`src/rtl/ex_memreq_queue_if.sv`:
```
// Request/bus bundle for the execute-stage memory request queue.
// The slave modport is the queue's own view; master is the execute stage and bus side.
interface ex_memreq_queue_if #(
  parameter int AW    = 32,
  parameter int DEPTH = 2
);
  localparam int CW = $clog2(DEPTH) + 1;

  logic          flush_i;
  logic          req_valid_i;
  logic [11:0]   req_memop_i;
  logic [AW-1:0] req_addr_i;
  logic [31:0]   req_wdata_i;
  logic          req_ready_o;
  logic          stallreq_o;
  logic          exc_adel_o;
  logic          exc_ades_o;
  logic          bus_valid_o;
  logic          bus_ready_i;
  logic          bus_wr_o;
  logic [AW-1:0] bus_addr_o;
  logic [1:0]    bus_size_o;
  logic [3:0]    bus_wstrb_o;
  logic [31:0]   bus_wdata_o;
  logic [CW-1:0] count_o;

  modport slave (
    input  flush_i, req_valid_i, req_memop_i, req_addr_i, req_wdata_i, bus_ready_i,
    output req_ready_o, stallreq_o, exc_adel_o, exc_ades_o,
    output bus_valid_o, bus_wr_o, bus_addr_o, bus_size_o, bus_wstrb_o, bus_wdata_o, count_o
  );

  modport master (
    output flush_i, req_valid_i, req_memop_i, req_addr_i, req_wdata_i, bus_ready_i,
    input  req_ready_o, stallreq_o, exc_adel_o, exc_ades_o,
    input  bus_valid_o, bus_wr_o, bus_addr_o, bus_size_o, bus_wstrb_o, bus_wdata_o, count_o
  );
endinterface

```
`src/rtl/ex_memreq_queue.sv`:
```
// Memory request queue between execute stage and data bus; encodes size/strobes/data at enqueue.
// MEMQ_UNALIGNED_EN enables lwl/lwr/swl/swr; otherwise they behave as lw/sw.
module ex_memreq_queue #(
  parameter int DEPTH = 2,
  parameter int AW    = 32
) (
  input logic clk,
  input logic rst,
  ex_memreq_queue_if.slave io
);
  localparam int PW = $clog2(DEPTH);
  localparam int CW = $clog2(DEPTH) + 1;
  localparam logic [PW-1:0] PTR_ONE = 1;
  localparam logic [CW-1:0] CNT_ONE = 1;
  localparam logic [CW-1:0] CNT_FULL = CW'(DEPTH);

  logic [PW-1:0] r_head, r_tail;
  logic [CW-1:0] r_count;
  logic          r_wr   [DEPTH];
  logic [AW-1:0] r_addr [DEPTH];
  logic [1:0]    r_size [DEPTH];
  logic [3:0]    r_strb [DEPTH];
  logic [31:0]   r_data [DEPTH];

  logic [11:0] w_m;
  logic [1:0]  w_a;
  logic [31:0] w_rt;
  logic        w_lw, w_sw, w_lwl, w_lwr, w_swl, w_swr;
  logic        w_full, w_accept, w_deq;
  logic        w_wr;
  logic [1:0]  w_size;
  logic [3:0]  w_strb;
  logic [31:0] w_data;

  // memop bits: 0 lb, 1 lbu, 2 lh, 3 lhu, 4 lw, 5 sb, 6 sh, 7 sw, 8 lwl, 9 lwr, 10 swl, 11 swr
  assign w_m  = io.req_memop_i;
  assign w_a  = io.req_addr_i[1:0];
  assign w_rt = io.req_wdata_i;

`ifdef MEMQ_UNALIGNED_EN
  assign w_lw  = w_m[4];
  assign w_sw  = w_m[7];
  assign w_lwl = w_m[8];
  assign w_lwr = w_m[9];
  assign w_swl = w_m[10];
  assign w_swr = w_m[11];
`else
  assign w_lw  = w_m[4] | w_m[8] | w_m[9];
  assign w_sw  = w_m[7] | w_m[10] | w_m[11];
  assign w_lwl = 1'b0;
  assign w_lwr = 1'b0;
  assign w_swl = 1'b0;
  assign w_swr = 1'b0;
`endif

  assign io.exc_adel_o = io.req_valid_i & (((w_m[2] | w_m[3]) & w_a[0]) | (w_lw & (|w_a)));
  assign io.exc_ades_o = io.req_valid_i & ((w_m[6] & w_a[0]) | (w_sw & (|w_a)));

  assign w_full         = (r_count == CNT_FULL);
  assign io.req_ready_o = ~w_full;
  assign io.stallreq_o  = io.req_valid_i & (|w_m) & w_full;
  assign w_accept = io.req_valid_i & ~w_full & (|w_m) & ~io.exc_adel_o & ~io.exc_ades_o
                  & ~io.flush_i;
  assign w_deq    = io.bus_valid_o & io.bus_ready_i;

  always_comb begin
    w_wr   = 1'b0;
    w_size = 2'b00;
    w_strb = 4'b0000;
    w_data = 32'h0;
    if (w_m[2] | w_m[3]) begin
      w_size = 2'b01;
    end else if (w_lw) begin
      w_size = 2'b10;
    end else if (w_lwl) begin
      w_size = (w_a == 2'd0) ? 2'b00 : (w_a == 2'd1) ? 2'b01 : 2'b10;
    end else if (w_lwr) begin
      w_size = (w_a == 2'd3) ? 2'b00 : (w_a == 2'd2) ? 2'b01 : 2'b10;
    end else if (w_m[5]) begin
      w_wr = 1'b1;
      w_data = {4{w_rt[7:0]}};
      case (w_a)
        2'd0:    w_strb = 4'b0001;
        2'd1:    w_strb = 4'b0010;
        2'd2:    w_strb = 4'b0100;
        default: w_strb = 4'b1000;
      endcase
    end else if (w_m[6]) begin
      w_wr   = 1'b1;
      w_size = 2'b01;
      w_strb = w_a[1] ? 4'b1100 : 4'b0011;
      w_data = {2{w_rt[15:0]}};
    end else if (w_sw) begin
      w_wr   = 1'b1;
      w_size = 2'b10;
      w_strb = 4'b1111;
      w_data = w_rt;
    end else if (w_swl) begin
      w_wr = 1'b1;
      case (w_a)
        2'd0: begin w_size = 2'b00; w_strb = 4'b0001; w_data = {4{w_rt[31:24]}};    end
        2'd1: begin w_size = 2'b01; w_strb = 4'b0011; w_data = {2{w_rt[31:16]}};    end
        2'd2: begin w_size = 2'b10; w_strb = 4'b0111; w_data = {8'b0, w_rt[31:8]}; end
        default: begin w_size = 2'b10; w_strb = 4'b1111; w_data = w_rt;            end
      endcase
    end else if (w_swr) begin
      w_wr = 1'b1;
      case (w_a)
        2'd0: begin w_size = 2'b10; w_strb = 4'b1111; w_data = w_rt;                end
        2'd1: begin w_size = 2'b10; w_strb = 4'b1110; w_data = {w_rt[23:0], 8'b0}; end
        2'd2: begin w_size = 2'b01; w_strb = 4'b1100; w_data = {2{w_rt[15:0]}};    end
        default: begin w_size = 2'b00; w_strb = 4'b1000; w_data = {4{w_rt[7:0]}};  end
      endcase
    end
  end

  // Flush drops everything; a head handshake in the same cycle has already completed on the bus.
  always_ff @(posedge clk) begin
    if (rst) begin
      r_head  <= '0;
      r_tail  <= '0;
      r_count <= '0;
      for (int i = 0; i < DEPTH; i++) begin
        r_wr[i]   <= 1'b0;
        r_addr[i] <= '0;
        r_size[i] <= 2'b00;
        r_strb[i] <= 4'b0000;
        r_data[i] <= 32'h0;
      end
    end else if (io.flush_i) begin
      r_head  <= '0;
      r_tail  <= '0;
      r_count <= '0;
    end else begin
      if (w_accept) begin
        r_wr[r_tail]   <= w_wr;
        r_addr[r_tail] <= io.req_addr_i;
        r_size[r_tail] <= w_size;
        r_strb[r_tail] <= w_strb;
        r_data[r_tail] <= w_data;
        r_tail         <= r_tail + PTR_ONE;
      end
      if (w_deq) r_head <= r_head + PTR_ONE;
      if (w_accept && !w_deq)      r_count <= r_count + CNT_ONE;
      else if (!w_accept && w_deq) r_count <= r_count - CNT_ONE;
    end
  end

  assign io.bus_valid_o = (r_count != '0);
  assign io.bus_wr_o    = r_wr[r_head];
  assign io.bus_addr_o  = r_addr[r_head];
  assign io.bus_size_o  = r_size[r_head];
  assign io.bus_wstrb_o = r_strb[r_head];
  assign io.bus_wdata_o = r_data[r_head];
  assign io.count_o     = r_count;
endmodule
```
`src/flat_wrapper.sv`:
```
// flat-port wrapper written by rule: the top's interface ports become plain ports
module ex_memreq_queue_flat 
#(
  parameter int DEPTH = 2,
  parameter int AW    = 32
)
  (clk, rst, io_flush_i, io_req_valid_i, io_req_memop_i, io_req_addr_i, io_req_wdata_i, io_bus_ready_i, io_req_ready_o, io_stallreq_o, io_exc_adel_o, io_exc_ades_o, io_bus_valid_o, io_bus_wr_o, io_bus_addr_o, io_bus_size_o, io_bus_wstrb_o, io_bus_wdata_o, io_count_o);
  ex_memreq_queue_if #(.AW(AW), .DEPTH(DEPTH)) io_i ();
  input logic clk;
  input logic rst;
  input wire logic [$bits(io_i.flush_i)-1:0] io_flush_i;
  input wire logic [$bits(io_i.req_valid_i)-1:0] io_req_valid_i;
  input wire logic [$bits(io_i.req_memop_i)-1:0] io_req_memop_i;
  input wire logic [$bits(io_i.req_addr_i)-1:0] io_req_addr_i;
  input wire logic [$bits(io_i.req_wdata_i)-1:0] io_req_wdata_i;
  input wire logic [$bits(io_i.bus_ready_i)-1:0] io_bus_ready_i;
  output wire logic [$bits(io_i.req_ready_o)-1:0] io_req_ready_o;
  output wire logic [$bits(io_i.stallreq_o)-1:0] io_stallreq_o;
  output wire logic [$bits(io_i.exc_adel_o)-1:0] io_exc_adel_o;
  output wire logic [$bits(io_i.exc_ades_o)-1:0] io_exc_ades_o;
  output wire logic [$bits(io_i.bus_valid_o)-1:0] io_bus_valid_o;
  output wire logic [$bits(io_i.bus_wr_o)-1:0] io_bus_wr_o;
  output wire logic [$bits(io_i.bus_addr_o)-1:0] io_bus_addr_o;
  output wire logic [$bits(io_i.bus_size_o)-1:0] io_bus_size_o;
  output wire logic [$bits(io_i.bus_wstrb_o)-1:0] io_bus_wstrb_o;
  output wire logic [$bits(io_i.bus_wdata_o)-1:0] io_bus_wdata_o;
  output wire logic [$bits(io_i.count_o)-1:0] io_count_o;
  assign io_i.flush_i = io_flush_i;
  assign io_i.req_valid_i = io_req_valid_i;
  assign io_i.req_memop_i = io_req_memop_i;
  assign io_i.req_addr_i = io_req_addr_i;
  assign io_i.req_wdata_i = io_req_wdata_i;
  assign io_i.bus_ready_i = io_bus_ready_i;
  assign io_req_ready_o = io_i.req_ready_o;
  assign io_stallreq_o = io_i.stallreq_o;
  assign io_exc_adel_o = io_i.exc_adel_o;
  assign io_exc_ades_o = io_i.exc_ades_o;
  assign io_bus_valid_o = io_i.bus_valid_o;
  assign io_bus_wr_o = io_i.bus_wr_o;
  assign io_bus_addr_o = io_i.bus_addr_o;
  assign io_bus_size_o = io_i.bus_size_o;
  assign io_bus_wstrb_o = io_i.bus_wstrb_o;
  assign io_bus_wdata_o = io_i.bus_wdata_o;
  assign io_count_o = io_i.count_o;
  ex_memreq_queue #(.DEPTH(DEPTH), .AW(AW)) u_core (.clk(clk), .rst(rst), .io(io_i));
endmodule
```
`config.mk`:
```
export PLATFORM = sky130hd
export DESIGN_NAME = ex_memreq_queue_flat
export DESIGN_NICKNAME = d
export VERILOG_FILES = /design/src/rtl/ex_memreq_queue_if.sv /design/src/rtl/ex_memreq_queue.sv /design/src/flat_wrapper.sv
export SDC_FILE = /design/constraint.sdc
export NUM_CORES = 1
export LEC_CHECK = 0
export CAP_MARGIN = 10
export CORE_UTILIZATION = 55
export CTS_CLUSTER_SIZE = 20
export DETAILED_ROUTE_END_ITERATION = 8
export GPL_ROUTABILITY_DRIVEN = 0
export GPL_TIMING_DRIVEN = 0
export PLACE_DENSITY_LB_ADDON = 0.05
export SKIP_LAST_GASP = 1
export SLEW_MARGIN = 20
export SYNTH_ARGS = -nofsm -noshare
export SYNTH_HDL_FRONTEND = slang
export SYNTH_SLANG_ARGS = --single-unit
```
`constraint.sdc`:
```
create_clock -name clk -period 10.15 [get_ports clk]
set_clock_uncertainty 0.2 [all_clocks]
set_input_delay 2.03 -clock clk [delete_from_list [all_inputs] [get_ports clk]]
set_output_delay 2.03 -clock clk [all_outputs]
set_load 0.02 [all_outputs]
```
==> results.py <==
metrics = {
    "clocking": {
        "clk_pin_slew_ns": 0.06,
        "cts_tree": "built",
        "cts_buffer_depth": 2,
        "ctsHtreeMaxLevel": 4,
        "clkLatencyLatePin_ns": 0.42,
        "root_buffer": "clkbuf_16",
        "cts_made_buffers": 17,
        "postCtsHoldBufs": 0,
        "postCtsSetupBuffers": 0,
        "cts.sinks": 147,
        "cts_resized": 0,
    },
    "timing": {
        "finalHoldViolCount": 0,
        "slew_violations": 0,
        "timing.slew.headroom_pct": 39.6,
        "period_minus_slack_ns": 6.51,
        "post-route-period-util_pct": 64.2,
        "setup-tns-final_ns": 0,
        "tightest_slew_ns": 0.898,
        "fmax_mhz": 154,
        "setup_viol_count_final": 0,
        "rsz0062_at_grt": "false",
    },
    "drt": {
        "firstDrtPassIters": 7,
        "vias": 5486,
        "drt_iter0_drc": 533,
        "drt-wirelength-per-cell_um": 20.0,
        "drc_errors": 0,
        "via_per_inst": 5.93,
        "final_antenna_net_count": 0,
        "wl_um": 18500,
    },
    "global_routing": {
        "grt_max_degree": 26,
        "grt-ovfl-total": 0,
        "grt_pass1_wl_um": 28200,
        "grt_pass1_vias": 5453,
        "antenna_found_initial": 0,
        "grt_util_all_layers_pct": 28.1,
    },
    "synth": {
        "synth_cell_types": 49,
        "synth_top_family_by_area": "simple AND/OR/NAND/NOR gates",
        "async_flop_share_pct": 0,
        "syn-num-nets": 641,
        "yosysWarnings": 0,
        "synth_fa_ha_area_share_pct": 0.173,
        "synth_compound_area_share_pct": 5.57,
        "yosys.area_share.xor_xnor_pct": 0.486,
        "synth-simple-area-share_pct": 17.6,
        "synth-edff-count": 142,
        "ys_ff_latch": 147,
        "netlist_instances": 559,
        "synth_flop_cell": "edfxtp_1",
        "syn_area_per_cell_um2": 12.9,
        "synthesis.area_um2": 7220,
        "muxShareOfSynthArea_pct": 11.1,
        "ys_seq_area_share_pct": 60.5,
    },
    "setup_path": {
        "r2r-start": "u_core.io.count_o[0]$_SDFFE_PP0P_",
        "r2r_slack_ns": 7.21,
        "ff2ff_path_depth": 9,
        "startpoint": "io_req_memop_i[7]",
        "cp.arrival_ns": 4.28,
        "cp_max_fo": 5,
        "crit_type": "primary input to output pin",
        "crit_required_ns": 7.92,
        "crit_path_end": "io_exc_ades_o",
        "rr_endpoint": "u_core.r_addr[1][24]$_SDFFCE_PN0P_",
        "endpoint_kind": "output pin",
        "cp-start-kind": "primary input",
    },
    "die": {
        "dieHeight_um": 117,
        "die_w_um": 117,
        "placementRows": 41,
        "io_pins": 159,
        "start_util_pct": 56.7,
        "core-area_um2": 12700,
        "dieArea_um2": 13600,
    },
    "finish": {
        "drive_above_1_share_pct": 19.9,
        "layout.nets": 823,
        "layout_common_cells": "157 x clkdlybuf4s50_1, 142 x edfxtp_1, 71 x mux2_2",
        "syn_to_final_growth_pct": 34.9,
        "fin_area_um2": 9730,
        "final_common_cell": "clkdlybuf4s50_1",
        "num_antenna_cells": 0,
    },
    "pwr": {
        "p_per_area_nw_per_um2": 150,
        "vdd.ir_drop.worst_mv": 0.109,
        "p_leak_nw": 3.60,
    },
    "job": {
        "drv_cap": 0,
    },
    "hold_path": {
        "worstHoldPathType": "flop to flop",
    },
    "outcome": {
        "outcome": "complete, no violations",
    },
    "place": {
        "dp_hpwl_um": 13000,
        "port_buffers": 157,
        "dpl_cell_area_um2": 9180,
    },
}
state kept, by name, indices dropped and copies added (netlist names), named ones only:
name / cells
u_core.r_head: 1
u_core.r_addr: 64
u_core.r_data: 64
u_core.r_wr: 2
u_core.io.count_o: 2
u_core.r_size: 4
u_core.r_strb: 8
u_core.r_tail: 1
worst min path at each step:
stage                                     from                          to  slack [ns]  depth (start not counted)
floorplan           u_core.r_head$_SDFFE_PP0P_                        flop        0.32                          2
global placement    u_core.r_head$_SDFFE_PP0P_  u_core.r_head$_SDFFE_PP0P_        0.35                          2
detailed placement  u_core.r_head$_SDFFE_PP0P_  u_core.r_head$_SDFFE_PP0P_        0.36                          2
CTS                 u_core.r_head$_SDFFE_PP0P_  u_core.r_head$_SDFFE_PP0P_        0.37                          2
global route        u_core.r_head$_SDFFE_PP0P_  u_core.r_head$_SDFFE_PP0P_        0.41                          2
finish              u_core.r_head$_SDFFE_PP0P_  u_core.r_head$_SDFFE_PP0P_        0.38                          2
where the power goes:
| group | internal, W | switching (W) |
|---|---|---|
| clock | 0.000356 | 0.000236 |
| sequential | 0.000687 | 0.00000585 |
| combinational | 0.0000881 | 0.0000918 |
| total | 0.00113 | 0.000333 |
synth_stat cells, drive strengths merged, types with 3 or more instances:
library cell	count	area share, %
edfxtp	142	59
mux2	71	11
and3	60	5.2
nor3	49	3.6
nor2	31	1.7
clkbuf	27	1.4
buf	24	2.6
nor4	22	2.1
nand2	20	1.1
inv	12	0.62
nand4	11	1.0
o21ai	11	0.76
nand2b	9	0.78
a31o	8	0.97
o21a	8	0.83
o311ai	8	0.97
dfxtp	5	1.4
a21boi	4	0.42
a22oi	4	0.42
or3	4	0.49
xor2	3	0.36
critical path, cell delays in order:
cell and delay (ns):
clkdlybuf4s50_1 0.51, nor4_1 0.81, o21ai_0 0.19, and2_1 0.21, clkdlybuf4s50_1 0.53
through the flow:
| step | hold WS [ns] | worst slack, ns | util (%) | power [W] | cells |
|---|---|---|---|---|---|
| after floorplan | 0.320 | 3.29 | - | 0.000789 | 559 |
| after global placement | 0.345 | 0.794 | 70.8 | 0.000875 | 888 |
| after detailed placement | 0.357 | 3.79 | 72.2 | 0.000883 | 894 |
| after CTS | 0.372 | 3.77 | 76.5 | 0.00146 | 925 |
| after global routing | 0.407 | 3.63 | 76.5 | 0.00150 | 925 |
| final | 0.376 | 3.64 | 76.5 | 0.00146 | 925 |
layout make-up:
class,count,area [µm²]
Fill cell,822,2990
Buffer,51,288
Clock buffer,19,433
Tap cell,172,215
Clock inverter,12,116
Timing Repair Buffer,163,1730
Inverter,12,45.0
Sequential cell,147,4360
Multi-Input combinational cell,349,2540
kinds of logic (layout without fill, tap and decap cells):
family	Yosys count	in the layout
mux	71	71
fa+ha+maj	1	1
buf+inv	63	257
flops	147	147
simple gates	219	219
compound gates	54	54
xor+xnor	4	4
per-layer routing:
layer  wire length, µm  part of all wire [%]  up-vias  GRT usage [%]
met3              1520                   8.2       42           5.66
met1              7390                    40     2662           35.1
met2              9180                    50      268           48.1
met4               401                   2.2        0           11.0
met5                 0                     0        -              0
li1                  -                     -     2514              -
No activity file was read; power rests on OpenSTA's default activity.
